===== src/rtl/unstacker_if.sv =====
// Stream bundle for the unstacker: 128-bit chunk input side and 8-bit pixel output side.
// The unstacker uses the slave modport; the environment driving it uses master.
interface unstacker_if;
    logic         chunk_tvalid;
    logic         chunk_tready;
    logic [127:0] chunk_tdata;
    logic         chunk_tlast;
    logic         pixel_tvalid;
    logic         pixel_tready;
    logic [7:0]   pixel_tdata;
    logic         pixel_tlast;

    modport master (
        output chunk_tvalid, chunk_tdata, chunk_tlast, pixel_tready,
        input  chunk_tready, pixel_tvalid, pixel_tdata, pixel_tlast
    );

    modport slave (
        input  chunk_tvalid, chunk_tdata, chunk_tlast, pixel_tready,
        output chunk_tready, pixel_tvalid, pixel_tdata, pixel_tlast
    );
endinterface


===== src/rtl/unstacker.sv =====
// Splits 128-bit chunks into 16 bytes, LSB first. PIPELINED=1 adds a second holding register.
// Optional macro UNSTACKER_STATS_EN adds a completed-chunk counter output chunks_done_out.
module unstacker #(
    parameter int PIPELINED = 1
) (
    input  logic       clk_in,
    input  logic       rst_in,
    unstacker_if.slave stream
`ifdef UNSTACKER_STATS_EN
    ,
    output logic [31:0] chunks_done_out
`endif
);

    logic [127:0] r_curData;
    logic         r_curLast;
    logic         r_curValid;
    logic [3:0]   r_idx;
    logic         r_readyEn;

    logic         w_pixAcc;
    logic         w_curDone;
    logic         w_curFree;
    logic         w_chunkReady;
    logic         w_chunkAcc;
    logic         w_loadCur;
    logic [127:0] w_loadData;
    logic         w_loadLast;

    assign w_pixAcc   = r_curValid && stream.pixel_tready;
    assign w_curDone  = w_pixAcc && (r_idx == 4'd15);
    assign w_curFree  = !r_curValid || w_curDone;
    assign w_chunkAcc = stream.chunk_tvalid && w_chunkReady;

    generate
        if (PIPELINED != 0) begin : g_pipe
            logic [127:0] r_nxtData;
            logic         r_nxtLast;
            logic         r_nxtValid;

            // A chunk parks in nxt only while cur is still busy; nxt drains into cur as cur finishes.
            always_ff @(posedge clk_in or negedge rst_in) begin
                if (!rst_in) begin
                    r_nxtData  <= '0;
                    r_nxtLast  <= 1'b0;
                    r_nxtValid <= 1'b0;
                end else if (w_curFree && r_nxtValid) begin
                    r_nxtValid <= 1'b0;
                end else if (w_chunkAcc && !w_curFree) begin
                    r_nxtData  <= stream.chunk_tdata;
                    r_nxtLast  <= stream.chunk_tlast;
                    r_nxtValid <= 1'b1;
                end
            end

            assign w_chunkReady = r_readyEn && !r_nxtValid;
            assign w_loadCur    = w_curFree && (r_nxtValid || w_chunkAcc);
            assign w_loadData   = r_nxtValid ? r_nxtData : stream.chunk_tdata;
            assign w_loadLast   = r_nxtValid ? r_nxtLast : stream.chunk_tlast;
        end else begin : g_single
            assign w_chunkReady = r_readyEn &&
                                  (!r_curValid || ((r_idx == 4'd15) && stream.pixel_tready));
            assign w_loadCur    = w_chunkAcc && w_curFree;
            assign w_loadData   = stream.chunk_tdata;
            assign w_loadLast   = stream.chunk_tlast;
        end
    endgenerate

    // r_readyEn keeps chunk_tready low until the first edge after reset is released.
    always_ff @(posedge clk_in or negedge rst_in) begin
        if (!rst_in) begin
            r_curData  <= '0;
            r_curLast  <= 1'b0;
            r_curValid <= 1'b0;
            r_idx      <= 4'd0;
            r_readyEn  <= 1'b0;
        end else begin
            r_readyEn <= 1'b1;
            if (w_pixAcc) begin
                r_idx <= r_idx + 4'd1;
            end
            if (w_loadCur) begin
                r_curData  <= w_loadData;
                r_curLast  <= w_loadLast;
                r_curValid <= 1'b1;
            end else if (w_curDone) begin
                r_curValid <= 1'b0;
            end
        end
    end

`ifdef UNSTACKER_STATS_EN
    always_ff @(posedge clk_in or negedge rst_in) begin
        if (!rst_in) begin
            chunks_done_out <= 32'd0;
        end else if (w_curDone) begin
            chunks_done_out <= chunks_done_out + 32'd1;
        end
    end
`endif

    assign stream.chunk_tready = w_chunkReady;
    assign stream.pixel_tvalid = r_curValid;
    assign stream.pixel_tdata  = r_curData[{r_idx, 3'b000} +: 8];
    assign stream.pixel_tlast  = r_curLast && (r_idx == 4'd15);

endmodule


===== src/flat_wrapper.sv =====
// flat-port wrapper written by rule: the top's interface ports become plain ports
module unstacker_flat 
#(
    parameter int PIPELINED = 1
)
  (clk_in, rst_in, stream_chunk_tvalid, stream_chunk_tdata, stream_chunk_tlast, stream_pixel_tready, stream_chunk_tready, stream_pixel_tvalid, stream_pixel_tdata, stream_pixel_tlast);
  unstacker_if stream_i ();
  input  logic clk_in;
  input  logic rst_in;
  input wire logic [$bits(stream_i.chunk_tvalid)-1:0] stream_chunk_tvalid;
  input wire logic [$bits(stream_i.chunk_tdata)-1:0] stream_chunk_tdata;
  input wire logic [$bits(stream_i.chunk_tlast)-1:0] stream_chunk_tlast;
  input wire logic [$bits(stream_i.pixel_tready)-1:0] stream_pixel_tready;
  output wire logic [$bits(stream_i.chunk_tready)-1:0] stream_chunk_tready;
  output wire logic [$bits(stream_i.pixel_tvalid)-1:0] stream_pixel_tvalid;
  output wire logic [$bits(stream_i.pixel_tdata)-1:0] stream_pixel_tdata;
  output wire logic [$bits(stream_i.pixel_tlast)-1:0] stream_pixel_tlast;
  assign stream_i.chunk_tvalid = stream_chunk_tvalid;
  assign stream_i.chunk_tdata = stream_chunk_tdata;
  assign stream_i.chunk_tlast = stream_chunk_tlast;
  assign stream_i.pixel_tready = stream_pixel_tready;
  assign stream_chunk_tready = stream_i.chunk_tready;
  assign stream_pixel_tvalid = stream_i.pixel_tvalid;
  assign stream_pixel_tdata = stream_i.pixel_tdata;
  assign stream_pixel_tlast = stream_i.pixel_tlast;
  unstacker #(.PIPELINED(PIPELINED)) u_core (.clk_in(clk_in), .rst_in(rst_in), .stream(stream_i));
endmodule

===== config.mk =====
export PLATFORM = sky130hd
export DESIGN_NAME = unstacker_flat
export DESIGN_NICKNAME = d
export VERILOG_FILES = /design/src/rtl/unstacker_if.sv /design/src/rtl/unstacker.sv /design/src/flat_wrapper.sv
export SDC_FILE = /design/constraint.sdc
export NUM_CORES = 1
export LEC_CHECK = 0
export ABC_CLOCK_PERIOD_IN_PS = 3500
export CAP_MARGIN = 20
export CORE_ASPECT_RATIO = 0.9
export CORE_MARGIN = 2
export CORE_UTILIZATION = 60
export DETAILED_ROUTE_END_ITERATION = 6
export MAX_ROUTING_LAYER = met4
export PLACE_DENSITY = 0.85
export SYNTH_ARGS = -nofsm -noshare
export SYNTH_HDL_FRONTEND = slang
export SYNTH_SLANG_ARGS = --single-unit

===== constraint.sdc =====
create_clock -name clk_in -period 3.5 [get_ports clk_in]
set_input_delay 0.525 -clock clk_in [delete_from_list [all_inputs] [get_ports clk_in]]
set_output_delay 0.525 -clock clk_in [all_outputs]
set_load 0.005 [all_outputs]

==> impl_metrics.sql, run 1 <==
INSERT INTO impl_metrics (metric_group, metric, value, unit) VALUES
('clocking', 'numCtsBuffers', '27', ''),
('power', 'cellInternalPower', '0.009503', 'W'),
('final_layout', 'diodes', '0', ''),
('final_layout', 'share_of_cells_above_drive_strength_1', '0.2083', ''),
('yosys', 'netlist_area', '0.01241', 'mm2'),
('timing', 'hold-worst-slack', '0.02376', 'ns'),
('setup_path', 'critPathMaxFanout', '20', ''),
('power', 'power_leakage', '7.438', 'nW'),
('timing', 'worst_slew_pin_slew', '0.7849', 'ns'),
('setup_path', 'timing.critical_path.slowest_stage_cell', 'dfrtp_1', ''),
('final_layout', 'fill_cells', '1291', ''),
('run', 'max_cap_viol_count', '0', ''),
('global_routing', 'grt_max_degree', '133', ''),
('floorplan', 'dieHeight', '140.5', 'um'),
('setup_path', 'critPathCaptureType', 'output pin', ''),
('setup_path', 'critical_path_required', '2.97', 'ns'),
('yosys', 'netlist_cell_types', '27', ''),
('setup_path', 'path_cells', 'nor2_1 > a32oi_1 > o21ai_0 > clkdlybuf4s50_1', ''),
('yosys', 'mappedNetlistNets', '1079', ''),
('detailed_routing', 'routed-via-count', '8186', ''),
('detailed_routing', 'viasPerCell', '6.086', ''),
('detailed_routing', 'routedWlPerCell', '21.90', 'um'),
('power', 'power.net_switching', '0.004948', 'W'),
('clocking', 'postCtsHoldBufs', '0', ''),
('yosys', 'async_flop_share', '1.000', ''),
('timing', 'final.min_clock_period', '3.275', 'ns'),
('timing', 'post-route-worst-setup-slack', '0.2254', 'ns'),
('power', 'netSwitchingFraction', '0.3424', ''),
('clocking', 'path_clk_slew', '0.07', 'ns'),
('setup_path', 'critical_path.reg2reg.endpoint', 'u_core.g_pipe.r_nxtData[65]$_DFFE_PN0P_', ''),
('clocking', 'tritoncts', 'yes', ''),
('detailed_routing', 'detailedRoute.firstPassIterationCount', '7', ''),
('clocking', 'ctsLongestPathBuffers', '3', ''),
('final_layout', 'final_cell_count_without_fillers', '1345', ''),
('place', 'port_buffers', '143', ''),
('yosys', 'synth-warning-count', '0', ''),
('timing', 'grt_setup_unrepaired', 'no', ''),
('timing', 'max_freq', '0.3054', 'GHz'),
('setup_path', 'timing.setup.critical_path_class', 'flip-flop to output pin', ''),
('floorplan', 'floorplan.initialDensity', '0.6173', ''),
('setup_path', 'setup.worst_path.start_class', 'flip-flop', ''),
('outcome', 'status', 'finished, final reports clean', ''),
('global_routing', 'grt_first_pass_wirelength', '46280', 'um'),
('clocking', 'clock_tree.root_cell', 'clkbuf_16', ''),
('floorplan', 'design.die.area', '0.02186', 'mm2'),
('yosys', 'dominantRegCellSynth', 'dfrtp_1', ''),
('setup_path', 'slowest_delay', '0.67', 'ns'),
('final_layout', 'syn_to_final_growth', '20.36', '%'),
('place', 'place_congestion', '0.9250', ''),
('power', 'power_frac_seq', '0.409', ''),
('timing', 'totalNegativeSetupSlack', '0', 'ns'),
('setup_path', 'timing.critical_path.arrival', '2.75', 'ns'),
('clocking', 'insertion_delay_of_the_later_clocked_pin_in_the_worst_skew_pair', '0.53', 'ns'),
('power', 'worst_ir_drop_vdd', '0.0005508', 'V'),
('yosys', 'synth_edf_count', '0', ''),
('power', 'power_density', '967.2', 'mW/mm2'),
('place', 'post-dp-hpwl', '19330', 'um'),
('floorplan', 'die_width', '155.6', 'um'),
('global_routing', 'via_count_of_the_first_global_routing_pass', '8306', ''),
('clocking', 'ctsHtreeMaxLevel', '1', ''),
('yosys', 'synth_area_per_cell', '13.14', 'um2'),
('yosys', 'postSynthRegisterBits', '265', ''),
('timing', 'layout_worst_path_cycle_share', '0.9356', ''),
('floorplan', 'top_level_port_count', '144', ''),
('timing', 'clock_skew', '0.009257', 'ns'),
('global_routing', 'gr-total-overflow', '0', ''),
('detailed_routing', 'ant_nets', '0', ''),
('yosys', 'ys_seq_area_frac', '0.5342', ''),
('timing', 'timing_hold_violations_final', '0', ''),
('place', 'worst_setup_slack_post_dpl', '0.5171', 'ns'),
('timing', 'maxSlewHeadroom', '0.4767', '');
-- metal layers --
layer	share of wire	up-vias	global-route usage
met2	0.48	315	0.4269
met3	0.064	42	0.04827
met4	0.016	0	0.06132
li1	-	3619	-
met1	0.44	4210	0.4026
met5	0	-	-
-- kinds of logic (layout without fill, tap and decap cells) --
kind of cell,after synthesis,in the layout,share of synthesized area
compound gates,155,155,0.06682
buf+inv,70,215,0.03165
flops,265,265,0.5342
simple gates,143,143,0.04586
mux,307,307,0.3181
other cells,1,1,0.0003021
xor+xnor,3,3,0.002117
fa+ha+maj,1,1,0.001008
-- cells in the mapped netlist, types with 4 or more instances --
cell type	n	area share
dfrtp_1	265	0.53
mux2i_1	153	0.12
nor2_1	131	0.040
a21oi_1	130	0.052
mux2_4	110	0.13
buf_2	26	0.010
clkbuf_1	25	0.0076
mux4_2	24	0.044
mux2_2	20	0.018
buf_6	13	0.012
a22oi_1	8	0.0048
a32oi_1	8	0.0056
o21ai_0	8	0.0032
buf_1	5	0.0015
nand2_1	4	0.0012
-- sequential cells by signal (all words and copies together), names as in the netlist --
name,count
u_core.r_idx,4
u_core.g_pipe.r_nxtValid,1
u_core.stream.pixel_tvalid,1
u_core.g_pipe.r_nxtLast,1
u_core.g_pipe.r_nxtData,128
u_core.r_curLast,1
u_core.r_curData,128
u_core.r_readyEn,1
-- cell usage in the layout (no fill, tap or decap), types with 9 or more instances in the layout --
| master | synthesis | final |
|---|---|---|
| clkdlybuf4s50_1 | 0 | 142 |
| nor2_1 | 131 | 131 |
| dfrtp_1 | 265 | 262 |
| a21oi_1 | 130 | 130 |
| clkbuf_16 | 0 | 27 |
| clkinv_2 | 0 | 9 |
| mux2i_1 | 153 | 153 |
| buf_4 | 0 | 14 |
| mux4_2 | 24 | 24 |
| mux2_4 | 110 | 110 |
| mux2_2 | 20 | 20 |
-- worst max path at each step --
stage | endpoint | slack, ns
5_1_grt | stream_pixel_tdata[7] | 0.07
3_3_place_gp | stream_pixel_tdata[4] | 0.60
6_report | stream_pixel_tdata[6] | 0.23
3_5_place_dp | stream_pixel_tdata[2] | 0.52
2_1_floorplan | stream_pixel_tdata[5] | 1.30
4_1_cts | stream_pixel_tdata[3] | 0.10
-- power by group through the flow --
stage | logic, W | clock network [W] | registers, W
floorplan | 0.00431 | 0 | 0.00519
global placement | 0.00524 | 0 | 0.00584
detailed placement | 0.00542 | 0 | 0.00589
CTS | 0.00548 | 0.00293 | 0.00593
global route | 0.00607 | 0.00306 | 0.00605
finish | 0.00564 | 0.00290 | 0.00591
-- through the flow --
stage	util	instance area, um2	power, W
4_1_cts	0.7399	14880	0.01434
2_1_floorplan	-	12410	0.009503
3_3_place_gp	0.6956	13990	0.01109
6_report	0.7430	14940	0.01445
5_1_grt	0.7430	14940	0.01518
3_5_place_dp	0.6956	13990	0.01131
-- cell type report --
type,count,area (um2),area share
clock buffer,35,735.7,0.04924
sequential,265,6643,0.4446
inverter,1,3.754,0.0002512
multi-input combinational,610,5398,0.3612
clock inverter,14,150.1,0.01005
timing repair buffer,165,1693,0.1133
tap,255,319.1,0.02135
-- what timing repair did --
item                                    4_1_cts  5_1_grt
buffers inserted                              0        8
gates cloned                                  0        0
resized for setup                             2        1
endpoints found under the setup margin        4        3
-- critical path, delay by kind of cell, from the launching register on --
family	cells	cell delay [ns]
simple gates	1	0.62
buf+inv	1	0.58
compound gates	2	0.35
flops	1	0.67
Power figures use the tool's default switching activity.
==> run 2, diff against run 1 <==
--- a/config.mk
+++ b/config.mk
@@ -9,10 +9,9 @@
 export CAP_MARGIN = 20
 export CORE_ASPECT_RATIO = 0.9
 export CORE_MARGIN = 2
-export CORE_UTILIZATION = 60
+export CORE_UTILIZATION = 35
 export DETAILED_ROUTE_END_ITERATION = 6
 export MAX_ROUTING_LAYER = met4
-export PLACE_DENSITY = 0.85
 export SYNTH_ARGS = -nofsm -noshare
 export SYNTH_HDL_FRONTEND = slang
 export SYNTH_SLANG_ARGS = --single-unit
==> run 2 against run 1 <==
  * Critical path depth grew 1
  * Fmax shrank 3.8%
  * Via count shrank 4.4%
  * Die area grew 69%
==> impl_metrics.sql, run 2 (synthesized netlist as in run 1, its figures left out) <==
INSERT INTO impl_metrics (metric_group, metric, value, unit) VALUES
('setup_path', 'critPathCaptureType', 'output pin', ''),
('floorplan', 'rows', '65', ''),
('power', 'power_leakage', '7.422', 'nW'),
('timing', 'worst_slew_pin_slew', '1.095', 'ns'),
('power', 'power.net_switching', '0.004909', 'W'),
('setup_path', 'path_cells', 'buf_12 > mux4_2 > mux2i_1 > o21ai_0 > clkdlybuf4s50_1', ''),
('final_layout', 'share_of_cells_above_drive_strength_1', '0.2033', ''),
('setup_path', 'delay_heaviest_family_cp', 'buffers and inverters', ''),
('timing', 'post-route-worst-setup-slack', '0.09549', 'ns'),
('setup_path', 'r2r_cells', '7', ''),
('power', 'power_frac_comb', '0.387', ''),
('timing', 'max_freq', '0.2937', 'GHz'),
('floorplan', 'die_width', '202.5', 'um'),
('detailed_routing', 'post-route-drc-count', '0', ''),
('setup_path', 'timing.critical_path.slowest_stage_cell', 'dfrtp_2', ''),
('floorplan', 'design.die.area', '0.03699', 'mm2'),
('detailed_routing', 'route.final.wire_length', '31680', 'um'),
('place', 'worst_setup_slack_post_dpl', '0.5047', 'ns'),
('detailed_routing', 'routedWlPerCell', '20.36', 'um'),
('setup_path', 'critical_path.reg2reg.endpoint', 'u_core.g_pipe.r_nxtData[3]$_DFFE_PN0P_', ''),
('power', 'worst_ir_drop_vdd', '0.0003899', 'V'),
('power', 'netSwitchingFraction', '0.3411', ''),
('timing', 'final.min_clock_period', '3.405', 'ns'),
('detailed_routing', 'detailedRoute.firstPassIterationCount', '5', ''),
('timing', 'clock_skew', '0.02154', 'ns'),
('floorplan', 'floorplan.initialDensity', '0.3550', ''),
('global_routing', 'grt_util_all_layers', '0.1762', ''),
('place', 'place_congestion', '0.8435', ''),
('final_layout', 'diodes', '0', ''),
('final_layout', 'reg_top3', 'u_core.g_pipe.r_nxtData (128), u_core.r_curData (128), u_core.r_idx (4)', ''),
('timing', 'hold-worst-slack', '0.01545', 'ns'),
('setup_path', 'timing.setup.critical_path_class', 'flip-flop to output pin', ''),
('hold_path', 'worst_min_delay_path_category', 'input pin to asynchronous set/reset pin', ''),
('timing', 'setup_viol', '0', ''),
('final_layout', 'mostFrequentLayoutCell', 'dfrtp_1', ''),
('global_routing', 'via_count_of_the_first_global_routing_pass', '8020', ''),
('power', 'power_density', '947.7', 'mW/mm2'),
('place', 'post-dp-hpwl', '21480', 'um'),
('floorplan', 'dieHeight', '182.7', 'um'),
('final_layout', 'syn_to_final_growth', '22.34', '%'),
('clocking', 'clock_tree.root_cell', 'clkbuf_16', ''),
('power', 'cellInternalPower', '0.009484', 'W'),
('setup_path', 'setup.worst_path.start_class', 'flip-flop', ''),
('setup_path', 'timing.rr.start', 'u_core.r_idx[1]$_DFFE_PN0P_', ''),
('clocking', 'ctsHtreeMaxLevel', '1', ''),
('clocking', 'insertion_delay_of_the_later_clocked_pin_in_the_worst_skew_pair', '0.55', 'ns'),
('setup_path', 'critPathMaxFanout', '27', ''),
('power', 'pwr-share-clk', '0.201', ''),
('detailed_routing', 'ant_nets', '0', ''),
('timing', 'totalNegativeSetupSlack', '0', 'ns'),
('detailed_routing', 'viasPerCell', '5.029', ''),
('global_routing', 'grt_max_degree', '148', ''),
('floorplan', 'core', '0.03497', 'mm2'),
('detailed_routing', 'violation_count_after_the_first_detailed_routing_iteration', '665', ''),
('setup_path', 'critical_path_required', '2.97', 'ns'),
('power', 'power_frac_seq', '0.412', ''),
('clocking', 'ctsLongestPathBuffers', '3', ''),
('run', 'max_cap_viol_count', '0', ''),
('timing', 'timing.final.max_slew_violations', '0', ''),
('setup_path', 'regToRegSetupSlack', '0.86', 'ns'),
('global_routing', 'grt_first_pass_wirelength', '48800', 'um'),
('global_routing', 'gr-total-overflow', '0', ''),
('setup_path', 'critical_path.n_buffers_inverters', '2', ''),
('timing', 'timing_hold_violations_final', '0', ''),
('clocking', 'numCtsBuffers', '29', ''),
('setup_path', 'timing.critical_path.arrival', '2.88', 'ns'),
('final_layout', 'finalNetCount', '1203', ''),
('detailed_routing', 'routed-via-count', '7825', ''),
('place', 'port_buffers', '143', ''),
('timing', 'layout_worst_path_cycle_share', '0.9727', ''),
('clocking', 'postCtsHoldBufs', '0', ''),
('setup_path', 'slowest_delay', '0.67', 'ns'),
('floorplan', 'top_level_port_count', '144', ''),
('clocking', 'tritoncts', 'yes', ''),
('clocking', 'path_clk_slew', '0.06', 'ns'),
('timing', 'maxSlewHeadroom', '0.2698', ''),
('final_layout', 'mostFrequentLayoutCells', '262 x dfrtp_1, 153 x mux2i_1, 142 x clkdlybuf4s50_1, 131 x nor2_1, 130 x a21oi_1', ''),
('global_routing', 'number_of_antenna_violations_at_the_first_check_in_global_routing', '0', ''),
('clocking', 'cts.sinks', '265', ''),
('outcome', 'status', 'finished, final reports clean', ''),
('timing', 'grt_setup_unrepaired', 'no', '');
-- run 2: layout make-up --
type,instances,area (um2)
clock buffers,45,865.8
clock inverters,4,27.53
fillers,3262,19780
inverters,1,3.754
multi-input cells,610,5398
flip-flops and latches,265,6640
well taps,469,586.8
repair buffers,162,1667
-- run 2: what timing repair did --
item,CTS,global route
resized for setup,1,0
buffers inserted,0,8
endpoints found under the setup margin,6,6
-- run 2: worst register-to-register path, stage by stage (launching register included) --
cell and delay (ns):
dfrtp_2 0.67, buf_12 0.26, ha_1 0.24, nand4_2 0.16, nand2_1 0.18, or3_4 0.17, buf_12 0.40, mux2_2 0.42
-- run 2: routing by layer --
layer  global-route usage  part of all wire  wire [um]
met1               0.2531              0.49      15410
met2               0.2629              0.45      14180
met3              0.02839             0.044       1400
met4              0.03883             0.022        697
met5                    -                 0          0
-- run 2: worst max path at each step --
stage | cells after the start | end | start | slack (ns)
after floorplan | 5 | stream_pixel_tdata[5] | u_core.r_idx[0]$_DFFE_PN0P_ | 1.30
after global placement | 5 | stream_pixel_tdata[6] | u_core.r_idx[0]$_DFFE_PN0P_ | 0.53
after detailed placement | 5 | stream_pixel_tdata[6] | u_core.r_idx[0]$_DFFE_PN0P_ | 0.50
after CTS | 5 | stream_pixel_tdata[6] | u_core.r_idx[0]$_DFFE_PN0P_ | 0.01
after global routing | 5 | stream_pixel_tdata[2] | u_core.r_idx[1]$_DFFE_PN0P_ | 0.002
final | 5 | stream_pixel_tdata[1] | u_core.r_idx[1]$_DFFE_PN0P_ | 0.1
-- run 2: power by group through the flow --
stage	logic (W)	registers (W)	clock network (W)
global route	0.00607	0.00609	0.00310
detailed placement	0.00550	0.00594	0
global placement	0.00540	0.00596	0
finish	0.00557	0.00593	0.00289
CTS	0.00553	0.00594	0.00296
floorplan	0.00431	0.00519	0
-- run 2: metrics by stage --
step                  util  total power (W)  std cells  cell area [um2]
floorplan                -         0.009503        945            12410
global placement    0.4070          0.01136       1499            14230
detailed placement  0.4070          0.01144       1499            14230
CTS                 0.4326          0.01444       1548            15130
global route        0.4343          0.01527       1556            15190
finish              0.4343          0.01439       1556            15190
